`src/rtl/instr_fetch_pkg.sv`:
```
// instr_fetch_pkg: state encodings and HALT opcode decode shared by the fetch sequencer and cpu decoder.
package instr_fetch_pkg;
    localparam logic [2:0] S_IDLE    = 3'd0;
    localparam logic [2:0] S_FETCH   = 3'd1;
    localparam logic [2:0] S_CAPTURE = 3'd2;
    localparam logic [2:0] S_LOAD    = 3'd3;
    localparam logic [2:0] S_START   = 3'd4;
    localparam logic [2:0] S_WAIT_LO = 3'd5;
    localparam logic [2:0] S_WAIT_HI = 3'd6;
    localparam logic [2:0] S_HALTED  = 3'd7;
    localparam logic [2:0] HALT_OPCODE = 3'b111;
    localparam int OP_HI = 15;
    localparam int OP_LO = 13;

    function automatic logic is_halt_op(input logic [15:0] i);
        return i[OP_HI:OP_LO] == HALT_OPCODE;
    endfunction
endpackage

```
`src/rtl/pc_counter.sv`:
```
// pc_counter: program counter with sync reset to RESET_PC and +1 wrap on enable.
module pc_counter #(
    parameter int unsigned ADDR_W = 8,
    parameter logic [ADDR_W-1:0] RESET_PC = '0
) (
    input  logic              clk,
    input  logic              reset,
    input  logic              en,
    output logic [ADDR_W-1:0] pc
);
    always_ff @(posedge clk)
        if (reset) pc <= RESET_PC;
        else if (en) pc <= pc + 1'b1;
endmodule

```
`src/rtl/instr_fetch.sv`:
```
// instr_fetch: fetches instructions from a sync ROM and hands them to the cpu via load/s handshake.
// Optional SINGLE_STEP_EN adds a step input whose rising edge starts one instruction from IDLE.
module instr_fetch
    import instr_fetch_pkg::*;
#(
    parameter int unsigned ADDR_W = 8,
    parameter int unsigned DATA_W = 16,
    parameter logic [ADDR_W-1:0] RESET_PC = '0
) (
    input  logic              clk,
    input  logic              reset,
    input  logic              run,
`ifdef SINGLE_STEP_EN
    input  logic              step,
`endif
    input  logic              w,
    input  logic [DATA_W-1:0] mem_rdata,
    output logic [ADDR_W-1:0] mem_addr,
    output logic              mem_rd,
    output logic [DATA_W-1:0] instr,
    output logic              load,
    output logic              s,
    output logic [ADDR_W-1:0] pc,
    output logic              halted,
    output logic              busy
);
    logic [2:0] state;
    logic go;
`ifdef SINGLE_STEP_EN
    logic step_q;
    always_ff @(posedge clk) step_q <= reset ? 1'b0 : step;
    assign go = run | (step & ~step_q);
`else
    assign go = run;
`endif

    pc_counter #(.ADDR_W(ADDR_W), .RESET_PC(RESET_PC)) u_pc (
        .clk(clk),
        .reset(reset),
        .en(state == S_WAIT_HI && w),
        .pc(pc)
    );

    always_ff @(posedge clk) begin
        if (reset) begin
            state <= S_IDLE;
            instr <= '0;
        end else begin
            case (state)
                S_IDLE:    state <= go ? S_FETCH : S_IDLE;
                S_FETCH:   state <= S_CAPTURE;
                S_CAPTURE: begin
                    if (is_halt_op(mem_rdata[15:0])) state <= S_HALTED;
                    else begin
                        instr <= mem_rdata;
                        state <= S_LOAD;
                    end
                end
                S_LOAD:    state <= S_START;
                S_START:   state <= S_WAIT_LO;
                S_WAIT_LO: state <= w ? S_WAIT_LO : S_WAIT_HI;
                S_WAIT_HI: state <= !w ? S_WAIT_HI : run ? S_FETCH : S_IDLE;
                default:   state <= S_HALTED;
            endcase
        end
    end

    assign mem_addr = pc;
    assign mem_rd   = state == S_FETCH;
    assign load     = state == S_LOAD;
    assign s        = state == S_START;
    assign halted   = state == S_HALTED;
    assign busy     = state != S_IDLE && state != S_HALTED;
endmodule
```
`config.mk`:
```
export PLATFORM = sky130hd
export DESIGN_NAME = instr_fetch
export DESIGN_NICKNAME = d
export VERILOG_FILES = /design/src/rtl/instr_fetch_pkg.sv /design/src/rtl/pc_counter.sv /design/src/rtl/instr_fetch.sv
export SDC_FILE = /design/constraint.sdc
export NUM_CORES = 1
export LEC_CHECK = 0
export ABC_AREA = 1
export BUFFER_PORTS_ARGS = -buffer_cell sky130_fd_sc_hd__clkbuf_2
export CORE_AREA = 4 4 59 66
export CTS_BUF_LIST = sky130_fd_sc_hd__clkbuf_4 sky130_fd_sc_hd__clkbuf_8
export CTS_CLUSTER_DIAMETER = 100
export DETAILED_ROUTE_END_ITERATION = 10
export DIE_AREA = 0 0 63 70
export MAX_ROUTING_LAYER = met4
export PLACE_DENSITY = 0.68
export SETUP_SLACK_MARGIN = 0.05
export SKIP_LAST_GASP = 1
export SLEW_MARGIN = 5
export SYNTH_ARGS = -nofsm -noshare
export SYNTH_HDL_FRONTEND = slang
export SYNTH_SLANG_ARGS = --single-unit
export TNS_END_PERCENT = 100
```
`constraint.sdc`:
```
create_clock -name clk -period 1.7 [get_ports clk]
set_input_delay 0.085 -clock clk [delete_from_list [all_inputs] [get_ports clk]]
set_output_delay 0.085 -clock clk [all_outputs]
set_load 0.02 [all_outputs]
```
Word level (Yosys, flattened, before mapping). Cells that the tools add are included.

Equality and inequality tests: 9. Bitwise operators: 1. Add/sub/neg operators: 1. Multiplexer cells: 5. Reduce and logical (&&, ||, !) cells: 5.

Operators with widths (number): $pmux W3 S7 (1); $eq A3 B3 Y1 const B (5); $add A8 B1 Y8 const B (1); $eq A3 B2 Y1 const B (2); $mux W3 (2); $eq A3 B1 Y1 const B (1); $logic_not A3 Y1 (1); $ne A3 B3 Y1 const B (1); $reduce_bool A3 Y1 (1); $logic_and A1 B1 Y1 (2); $mux W2 (1); $reduce_and A2 Y1 (1); $mux W1 (1); $not A1 Y1 (1).

Word-level logic and storage cells: 24. Input bits: 20. Output and inout bits: 37. Flip-flop bits (word level): 27.

Depth between registers and ports, before layout. Gate-level depths: netlist of the first run.

Depth in word-level cells: 3. Gate-level depth with buffers: 8. Gate-level depth less buffers: 7.

Hierarchy. From an unflattened synthesis of the first run, not the netlist that was laid out.

Cell total of the unflattened synthesis: 163. Area total of the unflattened synthesis: 1239.9 µm².

By module, submodules not included: instr_fetch (area an instance 878.3 µm², times used 1, cells each 115); pc_counter (area an instance 361.6 µm², times used 1, cells each 48).

Worst setup path after synthesis of the first run. Ideal clock, no wire load.

Path type: register to register. Start point: reg u_pc.pc[1]. End point: reg u_pc.pc[4]. Library setup time: 0.116 ns. Clock period less this slack: 1.207 ns. Setup slack: 0.493 ns. Arrival time: 1.091 ns. Cell stages (with the launch flop): 7. Cells stage by stage: dfxtp_1 ha_1 inv_1 o21ai_0 nand2_1 nand2_1 a21oi_1.

Cells in the longest elaborated chain, start to end: 1.

RTL lines: start: declaration (RTL line pc_counter.sv:9) `output logic [ADDR_W-1:0] pc`; start signal: assignment (RTL line pc_counter.sv:13) `else if (en) pc <= pc + 1'b1;`; $add A8 B1 Y8 (RTL line pc_counter.sv:13).

No other way between the ends. A chain may end at the register's enable or synchronous reset.

Worst setup path after layout of the first run.
Start point: reg state[2]. End point: out busy.

Cells in the longest elaborated chain, start to end: 2. Elaborated cells between the ends (all ways): 3. Those cells by class: eq/ne: 1; reduce/logical: 2.

RTL lines: start: declaration (RTL line instr_fetch.sv:27) `logic [2:0] state;`; start signal: assignment (RTL line instr_fetch.sv:50) `S_IDLE: state <= go ? S_FETCH : S_IDLE;`; start signal: assignment (RTL line instr_fetch.sv:61) `S_WAIT_LO: state <= w ? S_WAIT_LO : S_WAIT_HI;`; start signal: assignment (RTL line instr_fetch.sv:62) `S_WAIT_HI: state <= !w ? S_WAIT_HI : run ? S_FETCH : S_IDLE;`; $ne A3 B3 Y1 or $reduce_bool A3 Y1 (tied branches) (RTL line instr_fetch.sv:73) `assign busy = state != S_IDLE && state != S_HALTED;`; $logic_and A1 B1 Y1 * (RTL line instr_fetch.sv:73); end: declaration (RTL line instr_fetch.sv:25) `output logic busy`.

Every way passes the cells marked *; elsewhere a longest branch is shown, timed or not.

==> run metrics, run 1 <==
final core occ=48.7%; Synth Register Bits=27; synth top area cells=dfxtp_1 (43%), nor2_1 (14%), nand2_1 (7.4%), o21ai_0 (6.0%), buf_4 (5.4%); M1 wire length=1280 um; cell count after synthesis=173; top sig layer=met4; Post-Synth Adder-Cell Area=0.993%; CP peak stage delay=between 0.5 and 0.6 ns; Core ar.=3280 um2; Critical Path Source Type=register; Post-Synth Simple-Gate Area=about 30%; Yosys top cell area share=between 40 and 50%; Mapped Area=around 1300 um2; # clock sinks=27; DR DRC count=0; starting density of the core=approximately two fifths; max-cap violation count=0; DR pass1 iterations=4; Tightest Pin Transition=0.361 ns; Warnings, synthesis=0; CP Capture Type=output pin; Pwr Total=1.65 mW; max frequency=0.722 GHz; Initial DRC Count=42; leakage power=0.793 nW; largest family of logic cells by synthesized area=simple AND/OR/NAND/NOR gates; initial antenna violation count=0; Final Non-Filler Cells=approximately 270; Nets=251; dpl cells=253; Area Growth Syn to Fin=26.5%; Post-Route WL=2810 um; RSZ-0062 raised after global routing=false; Die W=63 um; Total GRT Usage=13.3%; Max stage delay cell, worst path=dfxtp_1; Setup WS pre-CTS=0.345 ns; met3 routed WL=195 um; Die H=70 um; Mapped Avg Cell Area=~7.3 um2; CTS Buffer Depth=2; CP Max Fanout=8; grt ovf=0; Cell variety after synth=24; row cnt=22; CTS tree=built; wire length on met2=1300 um; hold_ws=0.00583 ns; Worst EP arrival=between 1 and 1.5 ns; share of cell area taken by muxes after synthesis=0%; fillers=between 300 and 400; layout cells sized above 1=29.7%; worst clock skew=0.00448 ns; outcome=complete, no violations; Final Cell Area=1590 um2; H-tree levels=1; HPWL after detailed placement=2100 um; Max-Slew Margin vs Limit=75.9%; largest net degree at the start of global routing=18; via count=approximately 1.2k; Slew Viols, Final=0; IO Pins=57; XOR/XNOR Fraction of Synth Area=0%; Worst EP required=about 1.6 ns; Syn Nets=between 150 and 200; TritonCTS Buffers=3; Clock Pin Slew Worst Setup and Hold Paths=approximately 0.15 ns; Final min period=1.39 ns; Routed Antenna Nets=0; Clk Latency, worst-skew pair=0.32 ns; CP cell instances=nand3_1, nand2_1, inv_1, clkbuf_2; VDD IR-drop max=0.575 mV; total die area=4410 um2; Worst Setup Slack, final=0.314 ns; Setup CP Type=register to output pin; GPL Wtd Cong=0.819; I/O Buffers=56; complex-gate fraction of the synthesized area=between 10% and 20%; TNS Setup=0 ns; wire per inst=10.6 um; Setup violations, final=0; via/cell ratio=4.54; first-pass GRT wire length=4720 um; Post-CTS Resized=0; sequential area share after synthesis=between 40% and 50%; number of global-route vias before repair=1,051; n_diodes=0; PwrDens=1030 nW/um2; final period utilization=81.5%; Hold Vio Cnt, Final=0; placed cell area=1490 um2; min-delay worst type=input pin to register; cell taking the most area after synthesis=dfxtp_1; CTS Root Cell=clkbuf_4
-- area by class of cell --
type | count | area (um2) | share of cell area (%)
flip-flops and latches | 27 | 541 | 33.9
clock inverters | 1 | 5.00 | 0.314
multi-input cells | 116 | 544 | 34.1
clock buffers | 3 | 22.5 | 1.41
inverters | 17 | 68.8 | 4.32
well taps | 36 | 45.0 | 2.83
repair buffers | 65 | 368 | 23.1
-- cells in the final DEF (no fill, tap or decap), drive strengths merged --
cell type and count:
clkbuf 59, nor2 48, nand2 28, dfxtp 27, o21ai 21, inv 17, dlygate4sd3 8, a21oi 5
nand3 4, nand4 2, o21bai 2, nor3 2, a211oi 1, nand3b 1, and3 1, ha 1
clkinv 1, buf 1
-- kinds of logic after synthesis --
group / after synthesis
buf+inv: 30
fa+ha+maj: 1
simple gates: 86
flops: 27
compound gates: 29
-- timing repair --
| item | CTS | global route |
|---|---|---|
| endpoints found under the hold margin | 9 | 0 |
| hold buffers | 8 | 0 |
| setup endpoints to repair | 0 | 0 |
| setup buffers | 0 | 0 |
-- metal layers --
layer  track usage, %  vias up
li1                 -      648
met1             16.4      518
met2             20.5       35
met3             2.89        2
met4             6.13        0
met5                -        -
-- cell usage after synthesis --
cell type / count
nor2_1: 46
dfxtp_1: 27
nand2_1: 25
inv_1: 16
o21ai_0: 15
buf_4: 9
o21ai_1: 6
a21oi_1: 5
nand3_1: 4
clkbuf_1: 2
nand2_4: 2
nand4_1: 2
nor2_4: 2
o21bai_1: 2
a211oi_1: 1
and3_1: 1
buf_12: 1
buf_6: 1
ha_1: 1
inv_6: 1
nand2_2: 1
nand3b_1: 1
nor3_1: 1
nor3_2: 1
-- worst max-delay path, delay by kind of cell (launching register included) --
| family | cells | cell delay (ns) |
|---|---|---|
| and+or+nand+nor | 2 | 0.28 |
| buffers and inverters | 2 | 0.18 |
| DFF | 1 | 0.53 |
-- flip-flops by register name, summed over array words and instances, names as in the netlist --
signal / cells
instr: 16
u_pc.pc: 8
state: 3
-- power by group --
group / switching, mW / internal [mW] / leakage (nW)
logic: 0.370 / 0.202 / 0.555
registers: 0.0723 / 0.726 / 0.220
clock network: 0.189 / 0.0880 / 0.0177
-- path summary, 6_finish.rpt --
kind	start	end	slack, ns	cells after the start
setup reg to reg	state[2]$_SDFF_PP0_	u_pc.pc[7]$_SDFFE_PP0P_	0.32	6
setup / recovery	state[2]$_SDFF_PP0_	busy	0.31	4
hold reg to reg	instr[13]$_SDFFE_PP0P_	instr[13]$_SDFFE_PP0P_	0.48	2
hold / removal	mem_rdata[3]	instr[3]$_SDFFE_PP0P_	0.006	3
(Power assumes the default switching activity.)
==> inputs of run 2 (changes only) <==
==> constraint.sdc (replaced) <==
create_clock -name clk -period 1.3 [get_ports clk]
set_input_delay 0.065 -clock clk [delete_from_list [all_inputs] [get_ports clk]]
set_output_delay 0.065 -clock clk [all_outputs]
set_load 0.02 [all_outputs]
==> run 2 against run 1 <==
  * Power increased by 46%
  * Non-clock buffer count up 21
  * Clock power rose by 34%
  * Combinational power increased by 75%
  * Critical endpoint unchanged
==> run metrics, run 2 (synthesis gave the netlist of run 1 again) <==
Int Pwr=1.50 mW (+48%); n_diodes=0 (unchanged); DR DRC count=0 (unchanged); I/O Buffers=56 (unchanged); Post-Route WL=2970 um (+5.5%); Worst EP arrival=1.21 ns (-0.09 ns); largest net degree at the start of global routing=18 (unchanged); initial antenna violation count=0 (unchanged); row cnt=22 (unchanged); Clock Pin Slew Worst Setup and Hold Paths=0.15 ns (about the same); leading cell type in the layout, fill and taps excluded=clkbuf_2; VDD IR-drop max=0.900 mV (+57%); H-tree levels=1 (unchanged); dpl cells=257 (+1.6%); Setup violations, final=0 (unchanged); CP Capture Type=output pin; max-cap violation count=0 (unchanged); first-pass GRT wire length=5090 um (+7.9%); placed cell area=1520 um2 (+2.0%); starting density of the core=38.5% (unchanged); layout cells sized above 1=37.2% (+7.5 points); Sequential Power Share=43.2% (-5.3 points); # clock sinks=27 (unchanged); CTS Buffer Depth=2 (unchanged); TritonCTS Buffers=3 (unchanged); Die W=63 um (unchanged); final period utilization=between 90% and 100%; IO Pins=57 (unchanged); DR pass1 iterations=4 (unchanged); outcome=complete, no violations; leakage power=0.900 nW (+14%); min-delay worst type=input pin to register; Final Non-Filler Cells=286 (+7.9%); net load switching power=0.911 mW (+44%); Worst EP required=1.24 ns (-0.38 ns); CP Max Fanout=6 (-2); CTS tree=built; fillers=312 (-12%); via count=1,282 (+6.6%); Most flops, register=instr; max reg flops=16 (unchanged); Die H=70 um (unchanged); max frequency=0.784 GHz; number of global-route vias before repair=1,217 (+16%); switch share=37.7% (-0.56 points); grt ovf=0 (unchanged); Tightest Pin Transition=0.256 ns (-0.105 ns); Total GRT Usage=14.1% (+0.82 points); Slew Viols, Final=0 (unchanged); CTS Root Cell=clkbuf_4; Setup CP Type=register to output pin; Area Growth Syn to Fin=48.4%; Clk Latency, worst-skew pair=0.32 ns (about the same); Initial DRC Count=34 (-19%); wire per inst=10.4 um (-2.2%); PwrDens=1290 nW/um2 (+25%); FF-to-FF setup slack=0.14 ns (-0.18 ns); total die area=4410 um2 (unchanged); Critical Path Source Type=register; worst clock skew=0.00382 ns (-0.000663 ns); Comb power frac=41.5% (+6.8 points); Hold Vio Cnt, Final=0 (unchanged); largest registers=instr: 16 flops, u_pc.pc: 8 flops, state: 3 flops; most frequent cells in the layout=clkbuf_2 (51), nor2_1 (45), dfxtp_1 (23); Core ar.=3280 um2 (unchanged); Clock power frac=15.3% (-1.5 points); HPWL after detailed placement=2120 um (+1.2%); Nets=272 (+8.4%); via/cell ratio=4.48 (-1.3%); Max-Slew Margin vs Limit=82.9% (+6.9 points); Routed Antenna Nets=0 (unchanged); GPL Wtd Cong=0.826 (+0.97%); Final min period=roughly 1.3 ns; RSZ-0062 raised after global routing=true; Final Cell Area=1870 um2 (+17%)
[run 2: worst max-delay path, stage by stage, from the launching register on]
cell and delay (ns):
dfxtp_2 0.35, buf_6 0.13, nor2_4 0.12, nand2_2 0.07, nand2_2 0.07, inv_2 0.04, buf_8 0.12
[run 2: timing repair]
action	in CTS	in global routing
buffers inserted	1	6
gates resized for setup	12	18
hold endpoints to repair	19	0
hold buffers	18	0
setup endpoints to repair	5	30
pin swaps	0	4
[run 2: layout make-up]
cell class              count  area [um2]  area share, %
repair buffers             86         591           31.6
multi-input cells         116         581           31.1
flip-flops and latches     27         548           29.3
inverters                  17        75.1           4.02
well taps                  36        45.0           2.41
clock buffers               3        22.5           1.20
clock inverters             1        7.51          0.402
[run 2: final timing paths]
kind                             to              startpoint  depth (start not counted)
max                            busy     state[0]$_SDFF_PP0_                          6
min             state[1]$_SDFF_PP0_                       w                          4
max reg2reg  instr[13]$_SDFFE_PP0P_     state[1]$_SDFF_PP0_                          6
min reg2reg  instr[13]$_SDFFE_PP0P_  instr[13]$_SDFFE_PP0P_                          2
[run 2: layer usage]
metal,vias to the layer above,track usage [%],part of all wire [%]
met5,-,-,0
met4,0,5.88,1.1
met3,2,1.45,4.9
met2,34,23.6,47
met1,552,17.2,47
li1,694,-,-
[run 2: stage by stage]
| stage | setup slack [ns] | util, % | hold slack (ns) | power (mW) | TNS (ns) |
|---|---|---|---|---|---|
| floorplan | 0.0934 | - | 0.134 | 1.62 | 0 |
| global placement | 0.119 | 46.3 | 0.305 | 1.82 | 0 |
| detailed placement | 0.0823 | 46.3 | 0.314 | 1.83 | 0 |
| CTS | 0.0296 | 54.2 | 0.114 | 2.33 | 0 |
| global route | -0.0522 | 57.1 | 0.110 | 2.57 | -0.0522 |
| finish | 0.0244 | 57.1 | 0.0793 | 2.41 | 0 |
[run 2: power groups by stage]
stage / logic (mW) / registers [mW] / clock network (mW)
final: 1.00 / 1.04 / 0.370
after global routing: 1.10 / 1.07 / 0.408
after CTS: 0.896 / 1.04 / 0.393
after detailed placement: 0.781 / 1.05 / 0
after global placement: 0.776 / 1.04 / 0
after floorplan: 0.460 / 1.16 / 0
==> inputs of run 3 (changes only) <==
--- a/config.mk
+++ b/config.mk
@@ -14,7 +14,7 @@
 export DIE_AREA = 0 0 63 70
 export MAX_ROUTING_LAYER = met4
 export PLACE_DENSITY = 0.68
-export SETUP_SLACK_MARGIN = 0.05
+export SETUP_SLACK_MARGIN = 0.02
 export SKIP_LAST_GASP = 1
 export SLEW_MARGIN = 5
 export SYNTH_ARGS = -nofsm -noshare
==> run 3 against run 2 <==
  * Critical path depth unchanged
  * Final cell count decreased by 1.4%
  * Largest cell class is now multi-input combinational cells
  * Worst hold slack improved by 0.048 ns
  * Via count decreased by 2.5%
  * Worst setup slack improved by 0.044 ns
  * Die area unchanged
  * Register-to-register slack got worse by 0.02 ns
  * Utilization decreased by 1.6 points
  * Fmax increased by 3.6%
==> run metrics, run 3 (synthesis gave the netlist of run 1 again) <==
Core ar.=3280 um2 (unchanged); max frequency=0.812 GHz (+3.6%); DR DRC count=0 (unchanged); Setup violations, final=0 (unchanged); HPWL after detailed placement=2120 um (unchanged); Final Cell Area=1820 um2 (-2.9%); total die area=4410 um2 (unchanged); Clock Pin Slew Worst Setup and Hold Paths=0.15 ns (about the same); IO Pins=57 (unchanged); Worst EP required=1.24 ns (about the same); Setup CP Type=register to output pin; first-pass GRT wire length=5040 um (-1.1%); Area Growth Syn to Fin=44.1%; Critical Path Source Type=register; CP Max Fanout=6 (unchanged); largest registers=instr: 16 flops, u_pc.pc: 8 flops, state: 3 flops; RSZ-0062 raised after global routing=true; Routed Antenna Nets=0 (unchanged); Slew Viols, Final=0 (unchanged); Max-Slew Margin vs Limit=82.9% (+0.086 points); Worst Setup EP=busy; via/cell ratio=4.43 (-1.1%); GPL Wtd Cong=0.826 (unchanged); max reg flops=16 (unchanged); Total GRT Usage=13.9% (-0.21 points); starting density of the core=38.5% (unchanged); Reg2Reg Capture Point=instr[13]$_SDFFE_PP0P_; PwrDens=1280 nW/um2 (-0.67%); via count=1,250 (-2.5%); RR Startpoint=state[0]$_SDFF_PP0_; row cnt=22 (unchanged); n_diodes=0 (unchanged); VDD IR-drop max=0.740 mV (-18%); Final min period=1.23 ns (-0.0439 ns); CTS Buffer Depth=2 (unchanged); Worst EP arrival=1.17 ns (-0.04 ns); H-tree levels=1 (unchanged); Worst Setup Slack, final=0.0683 ns (+0.0439 ns); Worst R2R Path Depth=7 (+1); leakage power=0.876 nW (-2.7%); crit path from=state[2]$_SDFF_PP0_; grt ovf=0 (unchanged); FF-to-FF setup slack=0.12 ns (-0.02 ns); layout cells sized above 1=34.6% (-2.6 points); Die H=70 um (unchanged); number of global-route vias before repair=1,204 (-1.1%); most frequent cells in the layout=clkbuf_2 (54), nor2_1 (45), nand2_1 (24), dfxtp_1 (24), dlygate4sd3_1 (18); min-delay worst type=input pin to register; hold_ws=0.127 ns (+0.0480 ns); DR pass1 iterations=2 (-2); worst clock skew=0.00489 ns (+0.00107 ns); Nets=268 (-1.5%); max-cap violation count=0 (unchanged); largest net degree at the start of global routing=18 (unchanged); Hold Vio Cnt, Final=0 (unchanged); Clk Latency, worst-skew pair=0.32 ns (about the same); fillers=317 (+1.6%); wire per inst=10.3 um (-1.0%); CTS tree=built; Pwr Total=2.33 mW (-3.5%); Initial DRC Count=27 (-21%); leading cell type in the layout, fill and taps excluded=clkbuf_2; Most flops, register=instr; TritonCTS Buffers=3 (unchanged); initial antenna violation count=0 (unchanged); Post-Route WL=2900 um (-2.4%); final period utilization=94.7% (-3.4 points); Setup WS pre-CTS=0.0823 ns (unchanged); Die W=63 um (unchanged); placed cell area=1520 um2 (unchanged); Tightest Pin Transition=0.255 ns (-0.00128 ns); # clock sinks=27 (unchanged); outcome=complete, no violations; I/O Buffers=56 (unchanged); CTS Root Cell=clkbuf_4; CP Capture Type=output pin
-- run 3: changes by cell type in the layout (fill, tap and decap cells not counted), moves of 2 or more --
cell / delta
buf_4: -4
clkbuf_2: +3
dfxtp_2: -2
nand2_1: +2
nand2_2: -2
-- run 3: routing by layer --
layer	vias up	routed length, um	GRT usage (%)
li1	685	-	-
met1	532	1400	17.4
met2	31	1340	23.2
met3	2	127	1.13
met4	0	34	5.15
met5	-	0	-
-- run 3: repair_timing --
action,in CTS,in global routing
pin swaps,0,2
gates resized for setup,11,11
endpoints found under the hold margin,19,0
setup endpoints to repair,4,20
cloned,0,0
buffers inserted,1,3
hold buffers,18,0
-- run 3: cell type report --
class                   instances  area, um2  share of cell area [%]
multi-input cells             116        576                    31.7
flip-flops and latches         27        549                    30.3
repair buffers                 82        536                    29.5
inverters                      17       80.1                    4.41
well taps                      36       45.0                    2.48
clock buffers                   3       22.5                    1.24
clock inverters                 1       7.51                   0.414
-- run 3: stage by stage --
| stage | std cells | TNS (ns) | util (%) |
|---|---|---|---|
| after floorplan | 173 | 0 | - |
| after global placement | 257 | 0 | 46.3 |
| after detailed placement | 257 | 0 | 46.3 |
| after CTS | 279 | 0 | 53.8 |
| after global routing | 282 | -0.0232 | 55.4 |
| final | 282 | 0 | 55.4 |
-- run 3: worst min path at each step --
stage / from / endpoint / slack (ns) / cells past startpoint
final: w / state[0]$_SDFF_PP0_ / 0.13 / 5
after global routing: w / state[0]$_SDFF_PP0_ / 0.16 / 5
after CTS: w / state[0]$_SDFF_PP0_ / 0.11 / 5
after detailed placement: mem_rdata[9] / instr[9]$_SDFFE_PP0P_ / 0.31 / 3
after global placement: run / state[0]$_SDFF_PP0_ / 0.31 / 3
after floorplan: reset / instr[13]$_SDFFE_PP0P_ / 0.13 / 1
-- run 3: report_power, final --
group	leakage, nW	switching [mW]	total (mW)	internal (mW)
logic	0.641	0.530	0.893	0.363
clock network	0.0139	0.253	0.370	0.117
registers	0.221	0.103	1.06	0.961
total	0.876	0.886	2.33	1.44
-- run 3: critical path: stages (launching register included) --
cell	delay, ns
dfxtp_2	0.37
buf_6	0.13
inv_2	0.04
nand2_1	0.06
nand2_1	0.05
inv_1	0.06
clkbuf_8	0.14
